==> config.mk <==
export PLATFORM = sky130hd
export DESIGN_NAME = fetch_unit
export DESIGN_NICKNAME = d
export VERILOG_FILES = /design/src/rtl/fetch_pkg.sv /design/src/rtl/sync_fifo.sv /design/src/rtl/fetch_unit.sv
export SDC_FILE = /design/constraint.sdc
export NUM_CORES = 1
export LEC_CHECK = 0
export BUFFER_PORTS_ARGS = -buffer_cell sky130_fd_sc_hd__buf_2
export CORE_MARGIN = 4
export CORE_UTILIZATION = 37
export DETAILED_ROUTE_END_ITERATION = 8
export PLACE_DENSITY = 0.65
export SLEW_MARGIN = 0
export SYNTH_ARGS = -nofsm -noshare
export SYNTH_HDL_FRONTEND = slang
export SYNTH_SLANG_ARGS = --single-unit
export TNS_END_PERCENT = 20
==> constraint.sdc <==
create_clock -name clk -period 6.43 [get_ports clk]
set_input_delay 0.9645 -clock clk [delete_from_list [all_inputs] [get_ports clk]]
set_output_delay 0.9645 -clock clk [all_outputs]
set_load 0.02 [all_outputs]
==> src/rtl/fetch_pkg.sv <==
// Shared types and constants for the fetch unit: FSM states, the NOP
// instruction word and the canonical 32-bit prefetch entry layout.
package fetch_pkg;

    typedef enum logic [1:0] {
        RUN,
        FLUSH,
        HALT
    } fetch_state_t;

    localparam logic [31:0] NOP_INSTR = 32'h0000_0013;
    localparam int unsigned ENTRY_XLEN = 32;

    typedef struct packed {
        logic [ENTRY_XLEN-1:0] pc;
        logic [ENTRY_XLEN-1:0] instr;
        logic                  misalign;
    } fetch_entry_t;

endpackage

==> src/rtl/sync_fifo.sv <==
// Synchronous FIFO with combinational head, occupancy count and a synchronous
// clear that may load one entry in the same cycle.
module sync_fifo #(
    parameter int unsigned WIDTH = 8,
    parameter int unsigned DEPTH = 4
) (
    input  logic                   clk,
    input  logic                   rst,
    input  logic                   clear,
    input  logic                   push,
    input  logic [WIDTH-1:0]       push_data,
    input  logic                   pop,
    output logic [WIDTH-1:0]       pop_data,
    output logic                   empty,
    output logic                   full,
    output logic [$clog2(DEPTH):0] count
);

    localparam int unsigned AW = (DEPTH > 1) ? $clog2(DEPTH) : 1;
    localparam int unsigned CW = $clog2(DEPTH) + 1;

    logic [WIDTH-1:0] mem [DEPTH];
    logic [AW-1:0]    rd_ptr;
    logic [AW-1:0]    wr_ptr;
    logic             do_push;
    logic             do_pop;

    function automatic logic [AW-1:0] bump(input logic [AW-1:0] p);
        return (p == AW'(DEPTH - 1)) ? '0 : p + AW'(1);
    endfunction

    always_comb begin
        empty    = (count == '0);
        full     = (count == CW'(DEPTH));
        do_pop   = pop && !empty;
        do_push  = push && (!full || do_pop);
        pop_data = mem[rd_ptr];
    end

    always_ff @(posedge clk or posedge rst) begin
        if (rst) begin
            rd_ptr <= '0;
            wr_ptr <= '0;
            count  <= '0;
        end else if (clear) begin
            // Clear wins over pop; a push alongside clear becomes the sole entry.
            rd_ptr <= '0;
            wr_ptr <= push ? bump('0) : '0;
            count  <= push ? CW'(1) : '0;
        end else begin
            if (do_pop)  rd_ptr <= bump(rd_ptr);
            if (do_push) wr_ptr <= bump(wr_ptr);
            if (do_push && !do_pop)      count <= count + CW'(1);
            else if (do_pop && !do_push) count <= count - CW'(1);
        end
    end

    always_ff @(posedge clk) begin
        if (clear ? push : do_push) mem[clear ? '0 : wr_ptr] <= push_data;
    end

endmodule

==> src/rtl/fetch_unit.sv <==
// Fetch stage: PC register, credit-limited imem requests, prefetch FIFO to decode.
// FETCH_MISALIGN_CHECK_EN adds dec_misalign and halts on misaligned redirects.
module fetch_unit
    import fetch_pkg::*;
#(
    parameter int unsigned     XLEN            = 32,
    parameter int unsigned     DEPTH           = 4,
    parameter int unsigned     MAX_OUTSTANDING = 2,
    parameter logic [XLEN-1:0] RESET_PC        = '0
) (
    input  logic            clk,
    input  logic            rst,
    input  logic            redirect_valid,
    input  logic [XLEN-1:0] redirect_pc,
    output logic            imem_req_valid,
    input  logic            imem_req_ready,
    output logic [XLEN-1:0] imem_req_addr,
    input  logic            imem_rsp_valid,
    input  logic [XLEN-1:0] imem_rsp_data,
    output logic            dec_valid,
    input  logic            dec_ready,
    output logic [XLEN-1:0] dec_pc,
    output logic [XLEN-1:0] dec_instr,
    output logic [XLEN-1:0] dec_pc_plus4
`ifdef FETCH_MISALIGN_CHECK_EN
    ,
    output logic            dec_misalign
`endif
);

    localparam int unsigned CW = $clog2(DEPTH) + 1;
    localparam int unsigned OW = $clog2(MAX_OUTSTANDING) + 1;
    localparam int unsigned SW = CW + 1;
    localparam int unsigned EW = 2 * XLEN + 1;

    fetch_state_t    state, state_next;
    logic [XLEN-1:0] fetch_pc, fetch_pc_next, redirect_target;
    logic [OW-1:0]   outstanding, outstanding_next;
    logic [OW-1:0]   drop_cnt, drop_cnt_next;
    logic [SW-1:0]   credit_used;
    logic            req_valid, req_fire, rsp_keep, rsp_drop, misalign_redirect;

    logic [CW-1:0]   fifo_count;
    logic [EW-1:0]   fifo_in, fifo_head;
    logic            fifo_push, fifo_pop, fifo_empty, fifo_full;
    logic [OW-1:0]   tag_count;
    logic [XLEN-1:0] tag_head;
    logic            tag_push, tag_pop, tag_empty, tag_full;

    always_comb begin
`ifdef FETCH_MISALIGN_CHECK_EN
        misalign_redirect = redirect_valid && (redirect_pc[1:0] != 2'b00);
        redirect_target   = redirect_pc;
`else
        misalign_redirect = 1'b0;
        redirect_target   = redirect_pc & ~XLEN'(3);
`endif
        credit_used = SW'(fifo_count) + SW'(outstanding);
        req_valid   = !rst && (state == RUN) && (credit_used < SW'(DEPTH))
                      && (outstanding < OW'(MAX_OUTSTANDING));
        req_fire    = req_valid && imem_req_ready;
        rsp_keep    = imem_rsp_valid && (state == RUN) && (drop_cnt == '0);
        rsp_drop    = imem_rsp_valid && (drop_cnt != '0);

        outstanding_next = outstanding + OW'(req_fire) - OW'(rsp_keep || rsp_drop);
        drop_cnt_next    = drop_cnt - OW'(rsp_drop);
        fetch_pc_next    = req_fire ? fetch_pc + XLEN'(4) : fetch_pc;
        state_next       = state;
        if (state == FLUSH && drop_cnt_next == '0) state_next = RUN;

        // In FLUSH drop_cnt already equals outstanding, so a repeat redirect keeps it.
        if (redirect_valid) begin
            fetch_pc_next = redirect_target;
            drop_cnt_next = outstanding_next;
            if (misalign_redirect)            state_next = HALT;
            else if (outstanding_next != '0)  state_next = FLUSH;
            else                              state_next = RUN;
        end

        tag_push  = req_fire && !redirect_valid;
        tag_pop   = rsp_keep;
        fifo_push = redirect_valid ? misalign_redirect : rsp_keep;
        fifo_in   = misalign_redirect ? {redirect_pc, XLEN'(NOP_INSTR), 1'b1}
                                      : {tag_head, imem_rsp_data, 1'b0};

        imem_req_valid = req_valid;
        imem_req_addr  = fetch_pc;
        dec_valid      = !fifo_empty;
        fifo_pop       = dec_valid && dec_ready;
        dec_pc         = dec_valid ? fifo_head[EW-1 -: XLEN] : '0;
        dec_instr      = dec_valid ? fifo_head[XLEN:1] : '0;
        dec_pc_plus4   = dec_valid ? fifo_head[EW-1 -: XLEN] + XLEN'(4) : '0;
`ifdef FETCH_MISALIGN_CHECK_EN
        dec_misalign   = dec_valid && fifo_head[0];
`endif
    end

    always_ff @(posedge clk or posedge rst) begin
        if (rst) begin
            state       <= RUN;
            fetch_pc    <= RESET_PC;
            outstanding <= '0;
            drop_cnt    <= '0;
        end else begin
            state       <= state_next;
            fetch_pc    <= fetch_pc_next;
            outstanding <= outstanding_next;
            drop_cnt    <= drop_cnt_next;
        end
    end

    sync_fifo #(.WIDTH(EW), .DEPTH(DEPTH)) u_prefetch_q (
        .clk       (clk),
        .rst       (rst),
        .clear     (redirect_valid),
        .push      (fifo_push),
        .push_data (fifo_in),
        .pop       (fifo_pop),
        .pop_data  (fifo_head),
        .empty     (fifo_empty),
        .full      (fifo_full),
        .count     (fifo_count)
    );

    sync_fifo #(.WIDTH(XLEN), .DEPTH(MAX_OUTSTANDING)) u_tag_q (
        .clk       (clk),
        .rst       (rst),
        .clear     (redirect_valid),
        .push      (tag_push),
        .push_data (fetch_pc),
        .pop       (tag_pop),
        .pop_data  (tag_head),
        .empty     (tag_empty),
        .full      (tag_full),
        .count     (tag_count)
    );

    // Protocol invariants: the credit rule keeps both queues in bounds.
    assert property (@(posedge clk) disable iff (rst) rsp_keep |-> !fifo_full);
    assert property (@(posedge clk) disable iff (rst) rsp_keep |-> !tag_empty);
    assert property (@(posedge clk) disable iff (rst) tag_push |-> !tag_full);
    assert property (@(posedge clk) disable iff (rst) (state == RUN) |-> (tag_count == outstanding));
`ifndef FETCH_MISALIGN_CHECK_EN
    assert property (@(posedge clk) disable iff (rst) dec_valid |-> !fifo_head[0]);
`endif

endmodule

# == Word-level counts from Yosys, hierarchy flattened ==
# Memory sizes are Yosys's and may differ from the RTL's.
# Index checks and enable logic that the tools add are counted.
# classes
shifts,0
magnitude_cmp,2
n_eq_ne,5
n_addsub,14
bitwise,0
mul,0
mux,40
n_reduce_logical,46
div_mod_pow,0
# op_table
op,n
$mux W32,5
$add A32 B3 Y32 const B,2
$mux W2,13
$mux W1,19
$logic_and A1 B1 Y1,18
$reduce_bool A2 Y1,8
$logic_not A1 Y1,10
$mux W3,3
$logic_not A2 Y1,4
$add A2 B1 Y2 const B,3
$eq A2 B2 Y1 const B,3
$reduce_bool A3 Y1,2
$add A3 B2 Y4,1
$lt A4 B3 Y1 const B,1
$sub A2 B1 Y2,2
$add A3 B1 Y3 const B,1
$eq A3 B3 Y1 const B,1
$logic_not A3 Y1,1
$logic_or A1 B1 Y1,3
$sub A3 B1 Y3 const B,1
$add A1 B1 Y1 const B,2
$add A2 B1 Y2,1
$eq A2 B1 Y1 const B,1
$lt A2 B2 Y1 const B,1
$sub A2 B1 Y2 const B,1
# word_totals
rom_bits,0
input_bits,70
ramBits,320
reg_bits,49
latch_bits,0
n_memories,2
out_inout_bits,130
elab_cells,119
# mem_list
memory,words,word_bits,read_ports,rd_clocked_by_memory_dff,wr,line,text
u_prefetch_q.mem,4,64,1,0,1,sync_fifo.sv:22,logic [WIDTH-1:0] mem [DEPTH];
u_tag_q.mem,2,32,1,0,1,sync_fifo.sv:22,

# == Depth between registers and ports, before layout ==
# Gate-level depths: netlist of the first run.
# depth
ltp_word,12
ltp_mapped,12
depth_no_buf,10

# == By module ==
# Synthesis of the first run repeated with hierarchy kept, for this count alone.
# hier_totals
cells_unflattened,974
hier_area_um2,15762.6
# modules_own_cells
module,seq_area_each_um2,instances,cells_each,area_each_um2
sync_fifo (u_prefetch_q),7982.7,1,407,9969.6
fetch_unit,875.8,1,435,3225.6
sync_fifo (u_tag_q),2021.9,1,132,2567.5

# == Worst setup path after synthesis of the first run ==
# OpenSTA, ideal clock, no wires.
# synth_timing
path_kind,input -> register
from,input imem_rsp_valid
to,memory u_prefetch_q.mem[1][0] (netlist name) (enable)
slack_ns,1.366
path_stages,5
n_path_buf,1
setup_ns,0.482
arrival_ns,4.582
required_ns,5.948
path_cell_list,or4b_1 -> clkbuf_1 -> nor3_2 -> nand2_1 -> nor2_1
# synth_via
elab_chain_cells,7
# synth_lines
item,line,text
start: declaration,fetch_unit.sv:18,"input logic imem_rsp_valid,"
$logic_and A1 B1 Y1 (*) (2 in series),fetch_unit.sv:62,rsp_keep = imem_rsp_valid && (state == RUN) && (drop_cnt == '0);
$mux W1 (*),fetch_unit.sv:82,fifo_push = redirect_valid ? misalign_redirect : rsp_keep;
$logic_and A1 B1 Y1,sync_fifo.sv:36,do_push = push && (!full || do_pop);
$mux W1 (*) (3 in series),sync_fifo.sv:59,if (clear ? push : do_push) mem[clear ? '0 : wr_ptr] <= push_data;
end: declaration,sync_fifo.sv:22,
# Every way passes the cells marked *; elsewhere a longest branch is shown, timed or not.

# == Final worst setup path of the first run ==
# layout_timing
from,register u_prefetch_q.rd_ptr[0]
to,output dec_pc_plus4[31]
# layout_via
elab_chain_cells,3
# layout_lines
item,line,text
start: declaration,sync_fifo.sv:23,logic [AW-1:0] rd_ptr;
start signal: assignment,sync_fifo.sv:51,if (do_pop) rd_ptr <= bump(rd_ptr);
$mem_v2 Z4 W64,n/a,
$add A32 B3 Y32,fetch_unit.sv:92,dec_pc_plus4 = dec_valid ? fifo_head[EW-1 -: XLEN] + XLEN'(4) : '0;
$mux W32,fetch_unit.sv:92,
end: declaration,fetch_unit.sv:24,output logic [XLEN-1:0] dec_pc_plus4
# No other way between the ends.

==> reports/results.txt, run 1 <==
vias in the first global route -> 8779
Netlist cell types -> 53
Finished Layout Cells -> 1669
area grow syn2layout -> 17.8%
synth top area cells -> edfxtp_1, mux4_2, dfrtp_1, mux2_2, and2_1
Crit. End Element -> primary output
#FFs+latches synth -> 354
area fraction in compound gates after synthesis -> 2.19%
final setup violation count -> 0
GRT Overall Usage -> 14.7%
WL per Instance -> 19.5 µm
Clk pin slew, worst setup/hold paths -> 0.06 ns
Final Skew -> 0.0218 ns
WL final -> 32.6 mm
row cnt -> 73
vias per inst -> 5.05
Data arrival, critical path -> 3.74 ns
largest area contributor in the netlist -> edfxtp_1
fillcell total -> 3532
largest family of logic cells by synthesized area -> multiplexers
CP required -> 5.47 ns
layout cells sized above 1 -> 33.2%
initial core utilization -> 37.6%
residual overflow from global routing -> 0
Fmax -> 213 MHz
crit-path max FO -> 37
post-synthesis simple-gate area fraction -> 10.3%
CP peak stage delay -> 0.90 ns
PwrDens -> 381 nW/µm²
setup TNS -> 0 ns
most frequent cell after synthesis -> edfxtp_1
global-route wire length before repair -> 50.4 mm
CP most frequent cell -> nand4_1
drt drc -> 0
placed wire-length estimate -> 21.1 mm
hold crit path type -> reg2reg
Max transition margin -> 31.1%
Final #Nets -> 1194
RSZ-0062 raised after global routing -> false
CTS buffer count -> 37
Synth Area in Adders -> 0.718%
Commonest cells post-synth -> edfxtp_1, and2_1, mux4_2, nand2_1
Die W -> 209 µm
clock period minus worst slack -> 4.71 ns
worst reg2reg path depth -> 4
end of the worst hold path -> u_tag_q.mem[1][31]
# hold bufs at CTS -> 0
R2R Path End -> u_prefetch_q.mem[0][16]
maximum buffer depth of the clock tree -> 3
Crit-path slowest cell -> dfrtp_4
Starting DRT DRC Count -> 488
Final period util -> 73.2%
Max VDD drop -> 0.241 mV
Sinks on Clock Net -> 354
DIE HEIGHT -> 209 µm
worst flop-to-flop path startpoint -> state[0]
Post-Synth XOR/XNOR Area -> 2.22%
pre-CTS setup slack -> 2.13 ns
synth warn -> 0
clk_lat worst skew -> 0.52 ns
core area -> 39900 µm²
gp weighted congestion -> 0.821
IO Pins -> 200
endpoints failing hold -> 0
Leak -> 6.24 nW
hold_sp -> imem_req_addr[31]
r2r setup slk -> 3.36 ns
WS Path Type -> reg2out
measured slew at the worst slew-check pin -> 1.03 ns
n_diodes -> 0
TritonCTS clock tree -> built
max-cap violation count -> 0
crit-path cells -> buf_4, mux4_2, nand4_1, nor3_1, nand4_1, mux2_2, buf_2
setup repair bufs after CTS -> 0
Seq/Total Area, Yosys -> 69.4%
status -> complete, no violations
Synth top area share -> 61.7%
Synth Instances -> 920
antenna violations before repair -> 0
DR vias -> 8430
placed instance count -> 1602
CP Launch Type -> flip-flop
CTS root buffer -> clkbuf_16
count of input and output buffers -> 191
hold depth -> 0
asr flop ratio synth -> 13.0%
DRT antenna net count -> 0
Slew Viols, Final -> 0
Mean Syn Cell Area -> 16.3 µm²
1st-pass router iterations -> 5
post-CTS sizing -> 0
multiplexer area fraction after synthesis -> 12.9%
Post-synth top flop -> edfxtp_1
Synth Cell Area -> 15000 µm²
die area -> 43800 µm²
largest net degree at the start of global routing -> 71
Clock H-tree levels -> 2
fin worst setup slack -> 1.72 ns
number of synthesized flops with an enable pin -> 308
[worst max path at each step]
stage,startpoint,end
finish,u_prefetch_q.rd_ptr[0],dec_pc_plus4[31]
global route,u_prefetch_q.rd_ptr[0],dec_pc_plus4[31]
CTS,u_prefetch_q.rd_ptr[0],dec_pc_plus4[31]
detailed placement,u_prefetch_q.rd_ptr[0],dec_pc_plus4[31]
global placement,u_prefetch_q.rd_ptr[0],dec_pc_plus4[31]
floorplan,imem_rsp_valid,u_prefetch_q.mem[1][0]
[cell type report]
| cell class | count | area [µm²] | area share, % |
|---|---|---|---|
| Tap cell | 525 | 657 | 3.72 |
| Clock buffer | 43 | 958 | 5.43 |
| Timing Repair Buffer | 204 | 1050 | 5.96 |
| Multi-Input combinational cell | 506 | 4310 | 24.4 |
| Clock inverter | 24 | 231 | 1.31 |
| Inverter | 13 | 51.3 | 0.290 |
| Sequential cell | 354 | 10400 | 58.9 |
[metal layers]
metal	global-route usage [%]	part of all wire (%)	up-vias
met5	0	0	-
met2	24.1	48	231
met4	4.34	2.5	0
met3	3.21	6.1	45
li1	-	-	3928
met1	19.8	43	4226
[worst max-delay path, delay by kind of cell, from the launching register on]
kind                   cells  cell delay (ns)
buffers and inverters      2             0.78
flip-flops                 1             0.90
multiplexers               2             1.02
AND/OR/NAND/NOR            3             0.49
[metrics by stage]
step                total power [mW]  utilization [%]  hold WS, ns  area [µm²]
global route                    7.10             44.3        0.560       17700
global placement                4.73             41.3        0.515       16500
floorplan                       4.11                -        0.472       15000
detailed placement              4.74             41.3        0.513       16500
finish                          6.74             44.3        0.528       17700
CTS                             6.86             44.3        0.529       17700
[placed cells by master (no fill, tap or decap), drive strengths merged, types with 14 or more instances in the layout]
cell type / instances
and2: 70
nand2: 58
nor3: 15
mux4: 62
xnor2: 22
xor2: 16
edfxtp: 308
o21ai: 34
dfrtp: 46
nand3: 27
nand4: 15
mux2: 44
buf: 204
inv: 14
nor2: 46
clkinv: 18
clkbuf: 43
[power breakdown]
part | internal, mW | switching (mW) | leakage (nW)
registers | 2.58 | 0.141 | 3.34
clock network | 1.23 | 0.852 | 0.590
logic | 0.741 | 1.18 | 2.31
total | 4.56 | 2.18 | 6.24
[logic make-up after synthesis]
| kind of cell | after synthesis |
|---|---|
| compound gates | 58 |
| xor+xnor | 38 |
| fa+ha+maj | 8 |
| buf+inv | 65 |
| flops | 354 |
| mux | 110 |
| other cells | 1 |
| simple gates | 286 |
[state kept, by name (all words and copies together), names as in the netlist]
name and count:
u_prefetch_q.count 3, drop_cnt 2, outstanding 2, u_prefetch_q.rd_ptr 2, imem_req_addr 30, u_prefetch_q.mem 248
u_tag_q.wr_ptr 1, u_tag_q.mem 60, state 1, u_prefetch_q.wr_ptr 2, u_tag_q.count 2, u_tag_q.rd_ptr 1
(Power assumes the default switching activity.)
==> run 2: changes to the inputs <==
Settings changed: ABC_AREA from default to 1.
Clock period 6.43 ns to 4.7 ns, I/O delays scaled along.
==> reports/results.txt, run 2 <==
status -> complete, no violations
max-cap violation count -> 0 (unchanged)
Post-synth top flop -> edfxtp_1
Data arrival, critical path -> 3.58 ns (-0.16 ns)
IO Pins -> 200 (unchanged)
Largest register FFs -> 248 (unchanged)
Util after Layout -> 43.7% (-0.59 points)
n_diodes -> 0 (unchanged)
DR vias -> 12.6k (+50%)
vias in the first global route -> 11.7k (+33%)
DIE HEIGHT -> 220 µm (+4.9%)
setup repair bufs after CTS -> 0 (unchanged)
post-CTS sizing -> 0 (unchanged)
gp weighted congestion -> 0.902 (+9.8%)
Clock H-tree levels -> 2 (unchanged)
hold depth -> 1 (+1)
hold crit path type -> in2reg
most common cell after layout, fill and taps aside -> nand2_1
CP Launch Type -> flip-flop
RSZ-0062 raised after global routing -> false
clk_lat worst skew -> 0.53 ns (about the same)
endpoints failing hold -> 0 (unchanged)
r2r setup slk -> 1.77 ns (-1.59 ns)
Biggest register -> u_prefetch_q.mem
CTS buffer count -> 40 (+8.1%)
measured slew at the worst slew-check pin -> 1.02 ns (-0.0166 ns)
Multi-input gate area -> 5440 µm² (+26%)
number of synthesized flops with an enable pin -> 308 (unchanged)
setup TNS -> 0 ns (unchanged)
#FFs+latches synth -> 354 (unchanged)
TritonCTS clock tree -> built
GRT Overall Usage -> 17.4% (+2.7 points)
total power -> 10.4 mW (+54%)
Synth Cell Area -> 16600 µm² (+11%)
maximum buffer depth of the clock tree -> 3 (unchanged)
WS Path Type -> reg2out
clock period minus worst slack -> 4.28 ns
Mean Syn Cell Area -> 9.53 µm² (-41%)
Max VDD drop -> 0.317 mV (+31%)
worst reg2reg path depth -> 12 (+8)
placed wire-length estimate -> 28.6 mm (+36%)
area grow syn2layout -> 16.5%
vias per inst -> 4.98 (-1.5%)
largest area contributor in the netlist -> edfxtp_1
Commonest cells post-synth -> nand2_1, edfxtp_1, nor2_1, nand3_1, o21ai_0
antenna violations before repair -> 1 (+1)
Synth top area share -> 55.8% (-5.9 points)
dpl cell area -> 18100 µm² (+9.8%)
Sequential cell area -> 10400 µm² (unchanged)
Final #Nets -> 1998 (+67%)
1st-pass router iterations -> 5 (unchanged)
Starting DRT DRC Count -> 968 (+98%)
synth top area cells -> edfxtp_1, nand2_1, dfrtp_1, nor2_1, nand3_1
crit-path max FO -> 76 (+110%)
Design Area, Final -> 19300 µm² (+9.3%)
core area -> 44200 µm² (+11%)
Final period util -> 91.2%
final setup violation count -> 0 (unchanged)
fillcell total -> 4220 (+19%)
Max transition margin -> 32.2% (+1.1 points)
hold_ws -> 0.387 ns (-0.141 ns)
Clk pin slew, worst setup/hold paths -> 0.06 ns (about the same)
CTS root buffer -> clkbuf_16
row cnt -> 77 (+5.5%)
CP required -> 3.99 ns (-1.48 ns)
largest net degree at the start of global routing -> 87 (+23%)
Slew Viols, Final -> 0 (unchanged)
global-route wire length before repair -> 65.5 mm (+30%)
synth warn -> 0 (unchanged)
Leak -> 7.88 nW (+26%)
WL final -> 43.5 mm (+34%)
drt drc -> 0 (unchanged)
WL per Instance -> 17.1 µm (-12%)
Seq/Total Area, Yosys -> 62.8% (-6.6 points)
Fmax -> 233 MHz
Netlist cell types -> 41 (-23%)
asr flop ratio synth -> 13.0% (unchanged)
initial core utilization -> 37.5% (-0.093 points)
residual overflow from global routing -> 0 (unchanged)
PwrDens -> 537 nW/µm² (+41%)
DRT antenna net count -> 0 (unchanged)
Sinks on Clock Net -> 354 (unchanged)
Die W -> 220 µm (+4.9%)
count of input and output buffers -> 191 (unchanged)
most frequent cells in the layout -> nand2_1, edfxtp_1, nor2_1
layout cells sized above 1 -> 16.8% (-16 points)
Crit. End Element -> primary output
Synth Instances -> 1738 (+89%)
die area -> 48200 µm² (+10%)
most frequent cell after synthesis -> nand2_1
Final Skew -> 0.0138 ns (-0.00791 ns)
# hold bufs at CTS -> 0 (unchanged)
-- run 2: cell count changes after synthesis, sizes merged, moves of 17 or more --
cell,previous run,this run
and2,70,0
mux4,62,0
buf,28,45
nor2,46,297
inv,13,91
nand3,27,107
o21ai,34,95
a21oi,10,51
nand2,58,566
mux2,44,0
-- run 2: cell type report --
type | count | share of cell area (%)
timing repair buffer | 212 | 6.03
clock buffer | 46 | 5.41
sequential | 354 | 53.9
multi-input combinational | 1221 | 28.2
inverter | 91 | 1.81
tap | 592 | 3.84
clock inverter | 23 | 0.875
-- run 2: cells by family after synthesis --
family	count (synthesis)	synth area share, %
AOI/OAI and AO/OA	165	5.27
xor gates and xnor gates	29	1.53
adders and majority gates	8	0.649
buffers and inverters	168	4.71
DFF	354	62.8
other	1	0.0226
and+or+nand+nor	1013	25.0
-- run 2: power by group --
part	switching [mW]	internal (mW)
Clock	1.22	1.70
Combinational	2.65	1.00
Sequential	0.171	3.63
-- run 2: metal layers --
| metal | routed length, µm | up-vias | share of wire [%] | global-route usage [%] |
|---|---|---|---|---|
| li1 | - | 6154 | - | - |
| met1 | 19900 | 5984 | 46 | 24.7 |
| met3 | 3090 | 69 | 7.1 | 3.24 |
| met4 | 898 | 2 | 2.1 | 4.61 |
| met5 | 13 | - | 0.030 | 0 |
| met2 | 19600 | 424 | 45 | 27.8 |
-- run 2: worst paths after layout --
check | endpoint | from
max reg2reg | u_prefetch_q.count[2] | u_prefetch_q.count[0]
min reg2reg | outstanding[1] | outstanding[1]
max in group asynchronous | u_prefetch_q.rd_ptr[0] | rst
min in group asynchronous | u_prefetch_q.count[2] | rst
max | dec_pc_plus4[31] | u_prefetch_q.rd_ptr[0]
min | u_prefetch_q.mem[1][20] | imem_rsp_data[20]
-- run 2: through the flow --
stage / instances / setup WS, ns
floorplan: 1743 / -1.63
global placement: 2470 / 1.03
detailed placement: 2470 / 0.989
CTS: 2539 / 0.415
global route: 2539 / 0.0698
finish: 2539 / 0.415
-- run 2: worst max-delay path, cell delays in order (launching register included) --
cell     delay, ns
dfrtp_4       0.61
inv_8         0.29
buf_4         0.66
nand2_1       0.16
nand2_1       0.10
nand2_1       0.05
nand2_1       0.17
nand2_1       0.10
nor2_2        0.14
nand2_1       0.06
nor2_1        0.20
nand2_1       0.08
nand2_1       0.06
nand2_1       0.06
nor2_1        0.09
buf_2         0.19
==> run 3: changes to the inputs <==
Settings changed: CORE_ASPECT_RATIO from default to 1.25, GPL_TIMING_DRIVEN from default to 0.
==> reports/results.txt, run 3 (synthesis gave the netlist of run 2 again) <==
core area -> 44200 µm² (about the same)
total power -> 10.4 mW (+0.64%)
most frequent cells in the layout -> nand2_1, edfxtp_1, nor2_1
final setup violation count -> 0 (unchanged)
1st-pass router iterations -> 5 (unchanged)
pre-CTS setup slack -> 0.562 ns (-0.427 ns)
CTS buffer count -> 36 (-10%)
clk_lat worst skew -> 0.55 ns (+0.02 ns)
count of input and output buffers -> 190 (-0.52%)
area grow syn2layout -> 19.2%
Largest register FFs -> 248 (unchanged)
Clock H-tree levels -> 2 (unchanged)
hold crit path type -> in2async
# hold bufs at CTS -> 0 (unchanged)
drt drc -> 0 (unchanged)
Multi-input gate area -> 5450 µm² (+0.18%)
endpoints failing hold -> 0 (unchanged)
largest net degree at the start of global routing -> 34 (-61%)
die area -> 48300 µm² (about the same)
Final period util -> 88.9% (-2.3 points)
PwrDens -> 528 nW/µm² (-1.6%)
vias in the first global route -> 12.7k (+8.6%)
fillcell total -> 4194 (-0.62%)
GRT Overall Usage -> 19.2% (+1.7 points)
vias per inst -> 5.04 (+1.3%)
setup repair bufs after CTS -> 0 (unchanged)
measured slew at the worst slew-check pin -> 1.04 ns (+0.0237 ns)
status -> complete, no violations
WL per Instance -> 18.4 µm (+7.3%)
Starting DRT DRC Count -> 984 (+1.7%)
Leak -> 8.11 nW (+2.9%)
TritonCTS clock tree -> built
Final #Nets -> 2074 (+3.8%)
crit-path max FO -> 10 (-87%)
antenna violations before repair -> 0 (-1)
WS Path Type -> reg2out
worst reg2reg path depth -> 6 (-6)
Max VDD drop -> 0.434 mV (+37%)
dpl cell area -> 18600 µm² (+3.0%)
Final Skew -> 0.0227 ns (+0.00890 ns)
Biggest register -> u_prefetch_q.mem
Util after Layout -> 44.7% (+1.0 points)
residual overflow from global routing -> 0 (unchanged)
Slew Viols, Final -> 0 (unchanged)
CP required -> 3.99 ns (about the same)
Data arrival, critical path -> 3.47 ns (-0.11 ns)
most common cell after layout, fill and taps aside -> nand2_1
Design Area, Final -> 19800 µm² (+2.3%)
Clk pin slew, worst setup/hold paths -> 0.06 ns (about the same)
maximum buffer depth of the clock tree -> 3 (unchanged)
CTS root buffer -> clkbuf_16
DRT antenna net count -> 0 (unchanged)
post-CTS sizing -> 0 (unchanged)
gp weighted congestion -> 0.916 (+1.6%)
initial core utilization -> 37.5% (about the same)
Max transition margin -> 30.3% (-1.9 points)
hold_ws -> 0.151 ns (-0.236 ns)
n_diodes -> 0 (unchanged)
Die W -> 197 µm (-10%)
layout cells sized above 1 -> 17.7% (+0.89 points)
fin worst setup slack -> 0.522 ns (+0.106 ns)
r2r setup slk -> 1.20 ns (-0.57 ns)
WL final -> 47.7 mm (+9.5%)
Sinks on Clock Net -> 354 (unchanged)
Sequential cell area -> 10400 µm² (about the same)
worst flop-to-flop path startpoint -> state[0]
max-cap violation count -> 0 (unchanged)
Fmax -> 239 MHz (+2.5%)
DR vias -> 13.1k (+3.3%)
placed wire-length estimate -> 35.6 mm (+24%)
Crit. End Element -> primary output
row cnt -> 86 (+12%)
DIE HEIGHT -> 245 µm (+11%)
clock period minus worst slack -> 4.18 ns (-0.106 ns)
RSZ-0062 raised after global routing -> false
global-route wire length before repair -> 72.0 mm (+9.8%)
R2R Path End -> u_prefetch_q.mem[2][15]
IO Pins -> 200 (unchanged)
CP Launch Type -> flip-flop
[run 3: cell types whose count changed in the layout (fill, tap and decap cells not counted), moves of 3 or more]
cell,previous run,this run
buf_1,0,10
buf_12,4,1
buf_16,0,3
buf_2,191,202
buf_4,17,14
buf_6,0,25
buf_8,0,5
clkbuf_1,5,39
clkbuf_16,41,36
clkinv_1,10,5
clkinv_2,7,2
[run 3: cell type report]
| cell class | instances | share of cell area [%] |
|---|---|---|
| Clock inverter | 17 | 0.861 |
| Buffer | 77 | 2.18 |
| Tap cell | 572 | 3.62 |
| Sequential cell | 354 | 52.6 |
| Clock buffer | 44 | 4.76 |
| Timing Repair Buffer | 215 | 6.59 |
| Multi-Input combinational cell | 1221 | 27.6 |
| Inverter | 91 | 1.77 |
[run 3: per-stage QoR]
stage / std cells / setup TNS [ns]
final: 2591 / 0
after global routing: 2591 / 0
after CTS: 2591 / 0
after detailed placement: 2530 / 0
after global placement: 2505 / -1275.04
after floorplan: 1743 / -302.38
[run 3: worst max path at each step]
stage / startpoint / to / slack, ns
after floorplan: redirect_valid / u_prefetch_q.mem[1][0] / -1.63
after global placement: redirect_valid / u_prefetch_q.mem[1][15] / -6.11
after detailed placement: redirect_valid / u_prefetch_q.mem[2][15] / 0.56
after CTS: u_prefetch_q.rd_ptr[0] / dec_pc_plus4[20] / 0.51
after global routing: u_prefetch_q.rd_ptr[0] / dec_pc_plus4[18] / 0.28
final: u_prefetch_q.count[0] / dec_pc_plus4[31] / 0.52
[run 3: metal layers]
layer  part of all wire, %  track usage (%)
met1                    41             24.2
met2                    48             32.4
met3                   6.6             3.39
met4                   4.2             7.81
met5                     0                0
[run 3: worst max-delay path, cell delays in order, from the launching register on]
cell	delay, ns
dfrtp_1	0.41
nor2_1	0.19
nand2_2	0.28
inv_1	0.29
clkbuf_1	0.66
clkbuf_1	0.72
nor2_1	0.17
buf_2	0.21
[run 3: power breakdown]
part	internal (mW)	switching [mW]
Combinational	1.09	2.85
Clock	1.55	1.18
Sequential	3.62	0.146
